===== config.mk =====
export PLATFORM = sky130hd
export DESIGN_NAME = rtc_bus_scheduler
export DESIGN_NICKNAME = d
export VERILOG_FILES = /design/src/rtl/rtc_bus_scheduler_pkg.sv /design/src/rtl/rtc_step_rom.sv /design/src/rtl/rtc_bus_scheduler.sv
export SDC_FILE = /design/constraint.sdc
export NUM_CORES = 1
export LEC_CHECK = 0
export CAP_MARGIN = 20
export CORE_ASPECT_RATIO = 1.5
export CORE_MARGIN = 2
export CORE_UTILIZATION = 50
export CTS_CLUSTER_SIZE = 30
export DETAILED_ROUTE_END_ITERATION = 16
export PLACE_DENSITY = 0.7
export RECOVER_POWER = 25
export SYNTH_ARGS = -nofsm -noshare
export SYNTH_HDL_FRONTEND = slang
export SYNTH_SLANG_ARGS = --single-unit

===== constraint.sdc =====
create_clock -name reloj -period 3.05 [get_ports reloj]
set_input_delay 0.61 -clock reloj [delete_from_list [all_inputs] [get_ports reloj]]
set_output_delay 0.61 -clock reloj [all_outputs]
set_load 0.01 [all_outputs]

===== src/rtl/rtc_bus_scheduler_pkg.sv =====
// Shared constants and types for the RTC bus scheduler and its step table.
package rtc_bus_scheduler_pkg;

    localparam logic [1:0] ID_INIT  = 2'd0;
    localparam logic [1:0] ID_FECHA = 2'd1;
    localparam logic [1:0] ID_HORA  = 2'd2;
    localparam logic [1:0] ID_READ  = 2'd3;

    localparam logic [3:0] SLOT_NONE   = 4'd0;
    localparam logic [3:0] SLOT_DIA    = 4'd1;
    localparam logic [3:0] SLOT_MES    = 4'd2;
    localparam logic [3:0] SLOT_ANIO   = 4'd3;
    localparam logic [3:0] SLOT_HORA   = 4'd4;
    localparam logic [3:0] SLOT_MIN    = 4'd5;
    localparam logic [3:0] SLOT_SEG    = 4'd6;
    localparam logic [3:0] SLOT_T_HORA = 4'd7;
    localparam logic [3:0] SLOT_T_MIN  = 4'd8;
    localparam logic [3:0] SLOT_T_SEG  = 4'd9;
    localparam logic [3:0] SLOT_INIT   = 4'd10;

    localparam logic [7:0] ADDR_CTRL   = 8'h02;
    localparam logic [7:0] ADDR_HORA   = 8'h21;
    localparam logic [7:0] ADDR_MIN    = 8'h22;
    localparam logic [7:0] ADDR_SEG    = 8'h23;
    localparam logic [7:0] ADDR_DIA    = 8'h24;
    localparam logic [7:0] ADDR_MES    = 8'h25;
    localparam logic [7:0] ADDR_ANIO   = 8'h26;
    localparam logic [7:0] ADDR_T_HORA = 8'h41;
    localparam logic [7:0] ADDR_T_MIN  = 8'h42;
    localparam logic [7:0] ADDR_T_SEG  = 8'h43;

    localparam logic [7:0] CMD_WR_XFER = 8'hF1;
    localparam logic [7:0] CMD_RD_XFER = 8'hF0;

    localparam logic [3:0] LEN_INIT  = 4'd1;
    localparam logic [3:0] LEN_FECHA = 4'd4;
    localparam logic [3:0] LEN_HORA  = 4'd4;
    localparam logic [3:0] LEN_READ  = 4'd10;

    typedef enum logic [1:0] {
        ST_IDLE  = 2'd0,
        ST_ISSUE = 2'd1,
        ST_WAIT  = 2'd2,
        ST_NEXT  = 2'd3
    } state_e;

    typedef struct packed {
        logic [7:0] addr;
        logic       wr;
        logic       cmd;
        logic [3:0] slot;
        logic       last;
    } step_t;

    function automatic logic [3:0] step_count(input logic [1:0] id);
        case (id)
            ID_INIT:  step_count = LEN_INIT;
            ID_FECHA: step_count = LEN_FECHA;
            ID_HORA:  step_count = LEN_HORA;
            default:  step_count = LEN_READ;
        endcase
    endfunction

    function automatic step_t mk_step(input logic [7:0] a, input logic w,
                                      input logic c, input logic [3:0] s);
        mk_step = '{addr: a, wr: w, cmd: c, slot: s, last: 1'b0};
    endfunction

endpackage


===== src/rtl/rtc_step_rom.sv =====
// Combinational step table: (requester id, step index) -> bus cycle description.
module rtc_step_rom
    import rtc_bus_scheduler_pkg::*;
(
    input  logic [1:0] id_i,
    input  logic [3:0] step_i,
    output step_t      step_o
);

    // Look up the cycle, then flag it as last when it is the final entry of the list.
    always_comb begin
        step_o = '0;
        case (id_i)
            ID_INIT: begin
                step_o = mk_step(ADDR_CTRL, 1'b1, 1'b0, SLOT_INIT);
            end
            ID_FECHA: begin
                case (step_i)
                    4'd0:    step_o = mk_step(ADDR_DIA,    1'b1, 1'b0, SLOT_DIA);
                    4'd1:    step_o = mk_step(ADDR_MES,    1'b1, 1'b0, SLOT_MES);
                    4'd2:    step_o = mk_step(ADDR_ANIO,   1'b1, 1'b0, SLOT_ANIO);
                    default: step_o = mk_step(CMD_WR_XFER, 1'b0, 1'b1, SLOT_NONE);
                endcase
            end
            ID_HORA: begin
                case (step_i)
                    4'd0:    step_o = mk_step(ADDR_HORA,   1'b1, 1'b0, SLOT_HORA);
                    4'd1:    step_o = mk_step(ADDR_MIN,    1'b1, 1'b0, SLOT_MIN);
                    4'd2:    step_o = mk_step(ADDR_SEG,    1'b1, 1'b0, SLOT_SEG);
                    default: step_o = mk_step(CMD_WR_XFER, 1'b0, 1'b1, SLOT_NONE);
                endcase
            end
            default: begin
                case (step_i)
                    4'd0:    step_o = mk_step(CMD_RD_XFER, 1'b0, 1'b1, SLOT_NONE);
                    4'd1:    step_o = mk_step(ADDR_HORA,   1'b0, 1'b0, SLOT_HORA);
                    4'd2:    step_o = mk_step(ADDR_MIN,    1'b0, 1'b0, SLOT_MIN);
                    4'd3:    step_o = mk_step(ADDR_SEG,    1'b0, 1'b0, SLOT_SEG);
                    4'd4:    step_o = mk_step(ADDR_DIA,    1'b0, 1'b0, SLOT_DIA);
                    4'd5:    step_o = mk_step(ADDR_MES,    1'b0, 1'b0, SLOT_MES);
                    4'd6:    step_o = mk_step(ADDR_ANIO,   1'b0, 1'b0, SLOT_ANIO);
                    4'd7:    step_o = mk_step(ADDR_T_HORA, 1'b0, 1'b0, SLOT_T_HORA);
                    4'd8:    step_o = mk_step(ADDR_T_MIN,  1'b0, 1'b0, SLOT_T_MIN);
                    4'd9:    step_o = mk_step(ADDR_T_SEG,  1'b0, 1'b0, SLOT_T_SEG);
                    default: step_o = '0;
                endcase
            end
        endcase
        step_o.last = (step_i == (step_count(id_i) - 4'd1));
    end

endmodule


===== src/rtl/rtc_bus_scheduler.sv =====
// Arbitrates four RTC bus requesters and walks the granted id's step list,
// one start/done bus cycle at a time, with a per-cycle timeout.
//
// state | meaning
// IDLE  | no transaction; grant highest-priority pending id
// ISSUE | bus_start pulse for the current step
// WAIT  | hold cycle fields, wait for bus_done or timeout
// NEXT  | advance to next step or finish the transaction
module rtc_bus_scheduler
    import rtc_bus_scheduler_pkg::*;
#(
    parameter int READ_PERIOD = 100000,
    parameter int TIMEOUT     = 255
) (
    input  logic       reloj,
    input  logic       resetM,
    input  logic       req_init,
    input  logic       req_fecha,
    input  logic       req_hora,
    input  logic       en_auto_read,
    input  logic       bus_done,
    output logic       bus_start,
    output logic [7:0] bus_addr,
    output logic       bus_wr,
    output logic       bus_cmd,
    output logic [3:0] slot,
    output logic       busy,
    output logic [1:0] active_id,
    output logic       txn_done,
    output logic       timeout_err
);

    localparam int RW = $clog2(READ_PERIOD);
    localparam int TW = $clog2(TIMEOUT + 1);
    localparam logic [RW-1:0] RD_LAST  = RW'(READ_PERIOD - 1);
    localparam logic [TW-1:0] TMO_LOAD = TW'(TIMEOUT - 1);

    state_e        state_q, state_d;
    logic [3:0]    pend_q, pend_d, pend_clr;
    logic [1:0]    id_q, id_d, gnt_id;
    logic [3:0]    step_q, step_d;
    logic [RW-1:0] rd_tmr_q, rd_tmr_d;
    logic [TW-1:0] tmo_q, tmo_d;
    logic          txn_done_q, txn_done_d;
    logic          tmo_err_q, tmo_err_d;
    logic          rd_fire;
    step_t         cur_step;

    rtc_step_rom u_rom (
        .id_i   (id_q),
        .step_i (step_q),
        .step_o (cur_step)
    );

    // Periodic read-back timer; parked at zero while disabled.
    always_comb begin
        rd_fire  = en_auto_read && (rd_tmr_q == RD_LAST);
        rd_tmr_d = '0;
        if (en_auto_read && !rd_fire) begin
            rd_tmr_d = rd_tmr_q + RW'(1);
        end
    end

    // Fixed priority pick among pending ids: INIT > FECHA > HORA > READ.
    always_comb begin
        gnt_id = ID_READ;
        if (pend_q[ID_INIT]) begin
            gnt_id = ID_INIT;
        end else if (pend_q[ID_FECHA]) begin
            gnt_id = ID_FECHA;
        end else if (pend_q[ID_HORA]) begin
            gnt_id = ID_HORA;
        end
    end

    // Next-state logic; new requests win over the grant clear so a same-id request re-runs.
    always_comb begin
        state_d    = state_q;
        id_d       = id_q;
        step_d     = step_q;
        tmo_d      = tmo_q;
        txn_done_d = 1'b0;
        tmo_err_d  = 1'b0;
        pend_clr   = '0;
        case (state_q)
            ST_IDLE: begin
                if (|pend_q) begin
                    id_d             = gnt_id;
                    step_d           = '0;
                    pend_clr[gnt_id] = 1'b1;
                    state_d          = ST_ISSUE;
                end
            end
            ST_ISSUE: begin
                tmo_d   = TMO_LOAD;
                state_d = ST_WAIT;
            end
            ST_WAIT: begin
                if (bus_done) begin
                    state_d = ST_NEXT;
                end else if (tmo_q == '0) begin
                    tmo_err_d = 1'b1;
                    state_d   = ST_IDLE;
                end else begin
                    tmo_d = tmo_q - TW'(1);
                end
            end
            ST_NEXT: begin
                if (cur_step.last) begin
                    txn_done_d = 1'b1;
                    state_d    = ST_IDLE;
                end else begin
                    step_d  = step_q + 4'd1;
                    state_d = ST_ISSUE;
                end
            end
            default: state_d = ST_IDLE;
        endcase
        pend_d = (pend_q & ~pend_clr) | {rd_fire, req_hora, req_fecha, req_init};
    end

    // State and bookkeeping registers with synchronous reset.
    always_ff @(posedge reloj) begin
        if (resetM) begin
            state_q    <= ST_IDLE;
            pend_q     <= '0;
            id_q       <= '0;
            step_q     <= '0;
            rd_tmr_q   <= '0;
            tmo_q      <= '0;
            txn_done_q <= 1'b0;
            tmo_err_q  <= 1'b0;
        end else begin
            state_q    <= state_d;
            pend_q     <= pend_d;
            id_q       <= id_d;
            step_q     <= step_d;
            rd_tmr_q   <= rd_tmr_d;
            tmo_q      <= tmo_d;
            txn_done_q <= txn_done_d;
            tmo_err_q  <= tmo_err_d;
        end
    end

    assign busy        = (state_q != ST_IDLE);
    assign bus_start   = (state_q == ST_ISSUE);
    assign bus_addr    = busy ? cur_step.addr : 8'h00;
    assign bus_wr      = busy & cur_step.wr;
    assign bus_cmd     = busy & cur_step.cmd;
    assign slot        = busy ? cur_step.slot : SLOT_NONE;
    assign active_id   = id_q;
    assign txn_done    = txn_done_q;
    assign timeout_err = tmo_err_q;

endmodule


==> results.cfg <==
[run_status]
run_status = completed

[grt]
first_global_vias = 1939
grt_pass1_wl_um = 8887
grt_usage = 0.1912
grt_max_degree = 17
grt-ovfl-total = 0
antenna_found_initial = 0

[clock_tree]
h-tree-depth = 2
cts_setup_buffers = 0
cts.sink_count = 49
clock_latency_ns = 0.30
clk_pin_slew_worst_paths_ns = 0.08
clk_path_buf_depth = 2
hold_buffers = 0
cts_tree = done
cts_buffers = 5
cts_root_buf = clkbuf_8

[power_and_ir_drop]
power.leakage_nw = 1.122
p_total_w = 0.001598
power_density_nw_per_um2 = 538.3
vdd_drop_max_v = 0.0004384

[critical_path]
worstSetupEndpointType = output pin
rr_startpoint = active_id[0]$_SDFFE_PP0P_
worstSetupStartpointType = flop
max_stage_delay_ns = 0.53
crit_buf_inv = 2
cp_top_family = buffers and inverters
critPathLaunch = step_q[0]$_SDFFE_PP0N_
worstSetupPathType = reg2out
cpMostUsedCell = nor2_1
crit_chain = inv_1 > ha_1 > nor2_1 > o31ai_1 > a211oi_1 > a21oi_1 > nor2_1 > clkdlybuf4s50_1
required_ns = 2.44
critPathSlowestCell = clkdlybuf4s50_1
cp.arrival_ns = 2.29
critPathMaxFanout = 7

[synth]
ys_seq_elements = 49
synthTopCellsByCount = dfxtp_1, nor2_1, a21oi_1
syn_avg_cell_area_um2 = 8.417
syn_area_um2 = 2559
ys_async_sr_fraction = 0
yosysUniqueCellTypes = 53
synthCells = 304
synth_top_area_cell = dfxtp_1
yosysTopAreaCellShare = 0.3834
synth_nets = 323
synth_edf_count = 0
synth-seq-area-share = 0.3834
synthFlopType = dfxtp_1
synth_area_leaders = dfxtp_1, nor2_1, ha_1
yosys_warnings = 0

[floorplanning]
dieArea_um2 = 5717
core_area_um2 = 4887
die_h_um = 91.61
start_util = 0.5236
io_pins = 27
num_rows = 31
fp.dieW_um = 62.41

[route]
avgViaCountPerCell = 5.239
drtIter0Drc = 68
route.detailed.drc = 0
dr.pass1.iters = 4
vias = 2085
drtAntennaViolNets = 0
routed_wirelength_um = 5232
routedWlPerCell_um = 13.15

[place]
pre_cts_slack_ns = 0.1401
place.gp.congestion = 0.7728
portBuffers = 25
hpwl_um = 4072

[cells_and_area]
area_growth_pct = 16.04
num-fill-cells = 472
fin_nets = 350
drive_gt1_frac = 0.09036
diodes = 0

[sta]
finalCriticalPeriod_ns = 2.900
tns_ns = 0
rsz0062_at_grt = no
relSlewSlack = 0.6581
setup_viol = 0
slew_viol_final = 0
tightest_slew_ns = 0.5129
period_share = 0.9509
fin_ws_ns = 0.1498
skew_ns = 0.002727
fmax_mhz = 344.8
whs_ns = 0.4756
hold_violations = 0

[flow_run]
max_cap_viol_count = 0

[hold_path]
hold_start = rd_tmr_q[0]$_SDFF_PP0_
hold_class = reg2reg
## final timing paths
check | end | slack (ns) | cells past startpoint
min | rd_tmr_q[0]$_SDFF_PP0_ | 0.48 | 1
max | bus_addr[0] | 0.15 | 8
max reg2reg | flop | 0.25 | 8
min reg2reg | rd_tmr_q[0]$_SDFF_PP0_ | 0.48 | 1
## what timing repair did
action	CTS	global route
setup endpoints to repair	6	3
pin swaps	0	1
cloned	0	0
gates resized for setup	6	1
## routing by layer
metal,share of wire,GRT usage
met1,0.45,0.2271
met5,0,0
met4,0.012,0.05556
met2,0.52,0.3495
met3,0.024,0.03190
## placed cells by master (no fill, tap or decap), types with 2 or more instances in the layout
cell type / count
buf_4: 8
clkdlybuf4s50_1: 16
nand3b_1: 3
and4_1: 2
a211oi_1: 3
or3b_2: 2
nand2b_1: 3
ha_1: 12
clkbuf_1: 3
xor2_1: 14
o21ai_0: 3
mux2i_1: 4
dlygate4sd2_1: 4
inv_1: 17
nor3b_1: 5
xnor2_1: 10
nor4_1: 4
a221oi_1: 3
nor4b_1: 2
nand3_1: 9
nor3_1: 10
nor2b_1: 4
dfxtp_1: 47
dlygate4sd3_1: 5
or3_1: 4
or2_2: 2
nand2_1: 18
or4b_1: 2
dfxtp_2: 2
a21oi_1: 27
clkbuf_8: 5
nand4_1: 5
nor2_1: 49
## stage by stage
stage,instance area [um2],std cells,utilization
after floorplan,2559,304,-
after global placement,2892,390,0.5917
after detailed placement,2892,390,0.5917
after CTS,2978,398,0.6093
after global routing,2969,398,0.6075
final,2969,398,0.6075
## final cells by class
cell class	count	area, um2	area share
Inverter	17	63.81	0.02149
Sequential cell	49	983.4	0.3312
Clock buffer	7	76.32	0.02571
Multi-Input combinational cell	224	1446	0.4871
Tap cell	66	82.58	0.02781
Timing Repair Buffer	34	309.0	0.1041
Clock inverter	1	7.507	0.002528
## cells by family (layout without fill, tap and decap cells)
kind of cell	count (synthesis)	count (layout)	synth area share
and+or+nand+nor	129	129	0.2567
AOI/OAI and AO/OA	53	53	0.1452
DFF	49	49	0.3834
buffers and inverters	31	59	0.05134
xor gates and xnor gates	24	24	0.08215
adders and majority gates	12	12	0.05868
muxes	5	5	0.02103
other	1	1	0.001466
## power by group
part	internal (W)	switching, W	leakage, nW	total [W]
clock	0.000162	0.000206	0.0385	0.000369
sequential	0.000691	0.0000535	0.399	0.000744
combinational	0.000233	0.000253	0.684	0.000485
No activity file was read; power rests on OpenSTA's default activity.
